**src/rtl/tcm_ext_arbiter_pkg.sv**
```systemverilog
// Shared definitions for the TCM external-port arbiter: state encoding,
// gap counter width and the request-pending helper.
package tcm_ext_arbiter_pkg;

    localparam int GAP_CNT_W = 4;

    typedef enum logic [2:0] {
        ST_IDLE    = 3'd0,
        ST_ISSUE   = 3'd1,
        ST_CAPTURE = 3'd2,
        ST_ACK     = 3'd3,
        ST_GAP     = 3'd4
    } arb_state_t;

    // A requester is pending on a read or on any write strobe.
    function automatic logic cmd_pending(input logic rd, input logic [3:0] wr);
        return rd | (|wr);
    endfunction

endpackage

```
**src/rtl/tcm_rr_pick2.sv**
```systemverilog
// Combinational two-way round-robin picker: a lone requester wins, a tie goes
// to the requester that did not win last time.
module tcm_rr_pick2 (
    input  logic [1:0] pend,
    input  logic       last_grant,
    output logic       grant_valid,
    output logic       grant_id
);

    // Winner selection
    always_comb begin
        grant_valid = |pend;
        case (pend)
            2'b01:   grant_id = 1'b0;
            2'b10:   grant_id = 1'b1;
            2'b11:   grant_id = ~last_grant;
            default: grant_id = 1'b0;
        endcase
    end

endmodule

```
**src/rtl/tcm_ext_arbiter.sv**
```systemverilog
// Round-robin arbiter and sequencer for the TCM external RAM port: one command
// at a time, fixed issue/capture/ack sequence, then a programmable idle gap.
module tcm_ext_arbiter
    import tcm_ext_arbiter_pkg::*;
#(
    parameter int GAP_CYCLES = 1
) (
    input  logic        clk_i,
    input  logic        rst_i,
    input  logic        req0_rd_i,
    input  logic [3:0]  req0_wr_i,
    input  logic [31:0] req0_addr_i,
    input  logic [31:0] req0_data_i,
    output logic        req0_accept_o,
    output logic        req0_ack_o,
    output logic [31:0] req0_data_o,
    input  logic        req1_rd_i,
    input  logic [3:0]  req1_wr_i,
    input  logic [31:0] req1_addr_i,
    input  logic [31:0] req1_data_i,
    output logic        req1_accept_o,
    output logic        req1_ack_o,
    output logic [31:0] req1_data_o,
    output logic        ext_rd_o,
    output logic [3:0]  ext_wr_o,
    output logic [31:0] ext_addr_o,
    output logic [31:0] ext_write_data_o,
    input  logic        ext_accept_i,
    input  logic [31:0] ext_read_data_i,
    output logic        busy_o
);

    arb_state_t           state_r, state_s;
    logic                 take_s;
    logic                 grant_valid_s, grant_id_s;
    logic                 last_grant_r;
    logic [GAP_CNT_W-1:0] gap_cnt_r;
    logic [31:0]          addr_r, wdata_r, data0_r, data1_r;
    logic [3:0]           wr_r;
    logic                 rd_r, gid_r, ack0_r, ack1_r;
    logic                 sel_rd_s;
    logic [3:0]           sel_wr_s;
    logic [31:0]          sel_addr_s, sel_data_s;

    tcm_rr_pick2 u_pick (
        .pend        ({cmd_pending(req1_rd_i, req1_wr_i), cmd_pending(req0_rd_i, req0_wr_i)}),
        .last_grant  (last_grant_r),
        .grant_valid (grant_valid_s),
        .grant_id    (grant_id_s)
    );

    // Command mux from the winning requester
    always_comb begin
        if (grant_id_s) begin
            sel_rd_s   = req1_rd_i;
            sel_wr_s   = req1_wr_i;
            sel_addr_s = req1_addr_i;
            sel_data_s = req1_data_i;
        end else begin
            sel_rd_s   = req0_rd_i;
            sel_wr_s   = req0_wr_i;
            sel_addr_s = req0_addr_i;
            sel_data_s = req0_data_i;
        end
    end

    // Next-state logic; requests are only looked at in IDLE
    always_comb begin
        state_s = state_r;
        take_s  = 1'b0;
        case (state_r)
            ST_IDLE: begin
                if (grant_valid_s) begin
                    take_s  = 1'b1;
                    state_s = ST_ISSUE;
                end else begin
                    state_s = ST_IDLE;
                end
            end
            ST_ISSUE: begin
                if (ext_accept_i) begin
                    state_s = ST_CAPTURE;
                end else begin
                    state_s = ST_ISSUE;
                end
            end
            ST_CAPTURE: state_s = ST_ACK;
            ST_ACK:     state_s = ST_GAP;
            ST_GAP: begin
                if (gap_cnt_r <= 4'd1) begin
                    state_s = ST_IDLE;
                end else begin
                    state_s = ST_GAP;
                end
            end
            default: state_s = ST_IDLE;
        endcase
    end

    // State, command latch, gap counter, ack and read-data registers
    always_ff @(posedge clk_i or posedge rst_i) begin
        if (rst_i) begin
            state_r      <= ST_IDLE;
            last_grant_r <= 1'b1;
            gap_cnt_r    <= 4'd0;
            addr_r       <= 32'd0;
            wdata_r      <= 32'd0;
            wr_r         <= 4'd0;
            rd_r         <= 1'b0;
            gid_r        <= 1'b0;
            ack0_r       <= 1'b0;
            ack1_r       <= 1'b0;
            data0_r      <= 32'd0;
            data1_r      <= 32'd0;
        end else begin
            state_r <= state_s;
            if (take_s) begin
                addr_r       <= sel_addr_s;
                wdata_r      <= sel_data_s;
                wr_r         <= sel_wr_s;
                // Any write strobe turns the command into a write
                rd_r         <= sel_rd_s & ~(|sel_wr_s);
                gid_r        <= grant_id_s;
                last_grant_r <= grant_id_s;
            end
            if (state_r == ST_ACK) begin
                gap_cnt_r <= 4'(GAP_CYCLES);
            end else if (state_r == ST_GAP) begin
                gap_cnt_r <= gap_cnt_r - 4'd1;
            end
            ack0_r <= (state_r == ST_CAPTURE) && !gid_r;
            ack1_r <= (state_r == ST_CAPTURE) && gid_r;
            if (state_r == ST_CAPTURE && rd_r && !gid_r) begin
                data0_r <= ext_read_data_i;
            end
            if (state_r == ST_CAPTURE && rd_r && gid_r) begin
                data1_r <= ext_read_data_i;
            end
        end
    end

    assign req0_accept_o    = take_s & ~grant_id_s;
    assign req1_accept_o    = take_s & grant_id_s;
    assign req0_ack_o       = ack0_r;
    assign req1_ack_o       = ack1_r;
    assign req0_data_o      = data0_r;
    assign req1_data_o      = data1_r;
    assign ext_rd_o         = (state_r == ST_ISSUE) & rd_r;
    assign ext_wr_o         = (state_r == ST_ISSUE) ? wr_r : 4'd0;
    assign ext_addr_o       = addr_r;
    assign ext_write_data_o = wdata_r;
    assign busy_o           = (state_r != ST_IDLE);

endmodule

```
**config.mk**
```make
export PLATFORM = sky130hd
export DESIGN_NAME = tcm_ext_arbiter
export DESIGN_NICKNAME = d
export VERILOG_FILES = /design/src/rtl/tcm_ext_arbiter_pkg.sv /design/src/rtl/tcm_rr_pick2.sv /design/src/rtl/tcm_ext_arbiter.sv
export SDC_FILE = /design/constraint.sdc
export NUM_CORES = 1
export LEC_CHECK = 0
export CAP_MARGIN = 25
export CORE_ASPECT_RATIO = 1.2
export CORE_MARGIN = 2
export CORE_UTILIZATION = 32
export DETAILED_ROUTE_END_ITERATION = 8
export HOLD_SLACK_MARGIN = 0.05
export PLACE_DENSITY_LB_ADDON = 0.15
export SYNTH_ARGS = -nofsm -noshare
export SYNTH_HDL_FRONTEND = slang
export SYNTH_SLANG_ARGS = --single-unit
```
**constraint.sdc**
```tcl
create_clock -name clk_i -period 5.71 [get_ports clk_i]
set_input_delay 1.142 -clock clk_i [delete_from_list [all_inputs] [get_ports clk_i]]
set_output_delay 1.142 -clock clk_i [all_outputs]
set_load 0.05 [all_outputs]
```
==> impl_metrics.env <==
export IMPL_worstHoldPathType="reg -> reg"
export IMPL_final_layout_size_suffix_gt1_frac=0.110
export IMPL_worstSetupPathType="in -> out"
export IMPL_die_x_um=132
export IMPL_place_area_um2=9600
export IMPL_firstDrtPassIters=4
export IMPL_nets=928
export IMPL_finalPower_w=0.00698
export IMPL_power_density_nw_per_um2=679
export IMPL_hold_violations=0
export IMPL_outcome="finished clean"
export IMPL_syn2layout_area_growth_pct=63.8
export IMPL_synth_distinct_cells=42
export IMPL_slew_limit_headroom=0.484
export IMPL_ant_nets=0
export IMPL_cts_root_buffer="clkbuf_16"
export IMPL_yosysWarnings=0
export IMPL_arrival_ns=3.24
export IMPL_cts_setup_buffers=0
export IMPL_tns_ns=0
export IMPL_dp_hpwl_mm=14.1
export IMPL_synth_async_reset_ratio=1.00
export IMPL_syn_num_nets=625
export IMPL_cpPeakStageDelay_ns=0.86
export IMPL_rows=56
export IMPL_p_leak_nw=4.30
export IMPL_multi_input_area_um2=2470
export IMPL_fillCellCount=1652
export IMPL_gp_congestion=0.765
export IMPL_core_um2=19400
export IMPL_finalInstanceArea_um2=10300
export IMPL_avgRoutedWirePerCell_um=19.5
export IMPL_cts_hold_buffers_added=0
export IMPL_port_buffers=310
export IMPL_critPathLaunchType="primary input"
export IMPL_yosys_top_cells_area="dfrtp_1, a221o_1, mux2_4, a21boi_0, mux2_1"
export IMPL_syn_avg_cell_area_um2=13.9
export IMPL_ys_flop_type="dfrtp_1"
export IMPL_r2r_slack_ns=3.41
export IMPL_cts_buffer_depth=2
export IMPL_insertion_delay_ns=0.41
export IMPL_synth_edf_count=0
export IMPL_path_delay_family="buffers and inverters"
export IMPL_ys_seq_area_frac=0.574
export IMPL_crit_buf_inv=2
export IMPL_cts_buffers=17
export IMPL_cts_sinks=144
export IMPL_route_detailed_drc=0
export IMPL_viasPerCell=5.07
export IMPL_cp_cell_sequence="clkdlybuf4s50_1, nor3_4, a21o_1, nor3b_4, clkdlybuf4s50_1"
export IMPL_max_freq_ghz=0.228
export IMPL_regArea_um2=3600
export IMPL_synth_top_cell_area_share=0.570
export IMPL_required_ns=4.57
export IMPL_rsz0062_at_grt="false"
export IMPL_grt_pass1_wl_mm=30.6
export IMPL_syn_inst=450
export IMPL_grt_pass1_vias=5454
export IMPL_final_max_slew_viol_count=0
export IMPL_cts_tree="yes"
export IMPL_die_y_um=157
export IMPL_synth_seq_cells=144
export IMPL_period_share=0.768
export IMPL_start_util=0.323
export IMPL_critPathSlowestCell="clkdlybuf4s50_1"
export IMPL_vias=5199
export IMPL_grt_overflow=0
export IMPL_antenna_found_initial=0
export IMPL_tightest_slew_ns=0.773
export IMPL_setup_viol=0
export IMPL_maxCapViolations=0
export IMPL_ir_drop_mv=0.341
export IMPL_yosysTopAreaCell="dfrtp_1"
export IMPL_dieArea_um2=20800
export IMPL_path_max_fanout=5
export IMPL_io_pins=311
export IMPL_syn_area_um2=6280
export IMPL_grt_max_degree=107
export IMPL_drt_total_wl_mm=20.0
export IMPL_cts_resized=0
export IMPL_clk_pin_slew_worst_paths_ns=0.06
export IMPL_grtUsageTotal=0.190
export IMPL_drt_initial_drc_count=222
export IMPL_clock_skew_ns=0.0118
export IMPL_critPathCaptureType="output pin"
export IMPL_diodes=0
export IMPL_cts_htree_levels=4
export IMPL_fin_crit_ns=4.38
export IMPL_worst_path_most_repeated_cell="clkdlybuf4s50_1"
==> registers in the layout, indices dropped and copies added, names as in the netlist, 3 cells and up <==
signal	count
gap_cnt_r	4
ext_addr_o	32
ext_write_data_o	32
wr_r	4
state_r	3
req1_data_o	32
req0_data_o	32
==> final cells by class <==
class,count,area share
sequential,144,0.351
timing repair buffer,319,0.312
multi-input combinational,266,0.240
clock buffer,17,0.0414
tap,261,0.0318
clock inverter,14,0.0224
inverter,5,0.00231
==> power breakdown <==
part | internal, W | switching, W | total (W)
sequential | 0.00150 | 0.000272 | 0.00177
combinational | 0.00148 | 0.00249 | 0.00397
clock | 0.000784 | 0.000457 | 0.00124
==> path summary, 6_finish.rpt <==
check | from | cells after the start | endpoint
max in group asynchronous | rst_i | 4 | req0_data_o[30]$_DFFE_PP0P_
worst max-delay path | req1_wr_i[1] | 5 | req0_accept_o
min in group asynchronous | rst_i | 2 | req0_data_o[28]$_DFFE_PP0P_
worst min-delay path | gid_r$_DFFE_PP0N_ | 1 | req0_ack_o$_DFF_PP0_
worst min register to register | gid_r$_DFFE_PP0N_ | 1 | req0_ack_o$_DFF_PP0_
worst max register to register | state_r[2]$_DFF_PP0_ | 5 | ext_write_data_o[18]$_DFFE_PP0N_
==> cells by family (layout without fill, tap and decap cells) <==
family                   Yosys count  count (layout)  share of synthesized area
buffers and inverters             40             355                     0.0345
AO/OA/AOI/OAI                    168             168                      0.219
flip-flops                       144             144                      0.574
multiplexers                      64              64                      0.133
AND/OR/NAND/NOR                   32              32                     0.0355
adder cells (fa/ha/maj)            2               2                    0.00399
==> synthesized netlist by cell type (3+ instances only) <==
master      n
buf_6       6
a21o_1      3
nand2_1     3
a21boi_0   49
a21oi_1    12
a31oi_1     4
mux2_4     30
a221o_1    64
o21ai_0     9
clkbuf_1   14
nor2_1      6
dfrtp_1   143
nor3_2      3
a21boi_1   15
and2_1      8
mux2_1     32
inv_1       4
buf_2      14
==> through the flow <==
step | worst slack, ns | instances | hold slack (ns) | utilization
after floorplan | 0.703 | 450 | 0.440 | -
after global placement | 1.26 | 993 | 0.469 | 0.493
after detailed placement | 1.25 | 994 | 0.469 | 0.495
after CTS | 1.24 | 1025 | 0.483 | 0.528
after global routing | 1.22 | 1026 | 0.502 | 0.530
final | 1.33 | 1026 | 0.477 | 0.530
==> cells in the final DEF (no fill, tap or decap), types with 4 or more instances in the layout <==
cell type	count
clkdlybuf4s50_1	310
dfrtp_1	143
a221o_1	64
a21boi_0	49
mux2_1	32
mux2_4	30
clkbuf_16	17
a21boi_1	15
a21oi_1	12
o21ai_0	9
and2_1	8
buf_4	7
nor2_1	6
bufinv_16	5
a31oi_1	4
clkinv_4	4
==> routing by layer <==
| metal | GRT usage | share of wire |
|---|---|---|
| met5 | 0 | 0 |
| met4 | 0.0714 | 0.024 |
| met3 | 0.0654 | 0.086 |
| met2 | 0.318 | 0.49 |
| met1 | 0.228 | 0.40 |
Power figures use the tool's default switching activity.
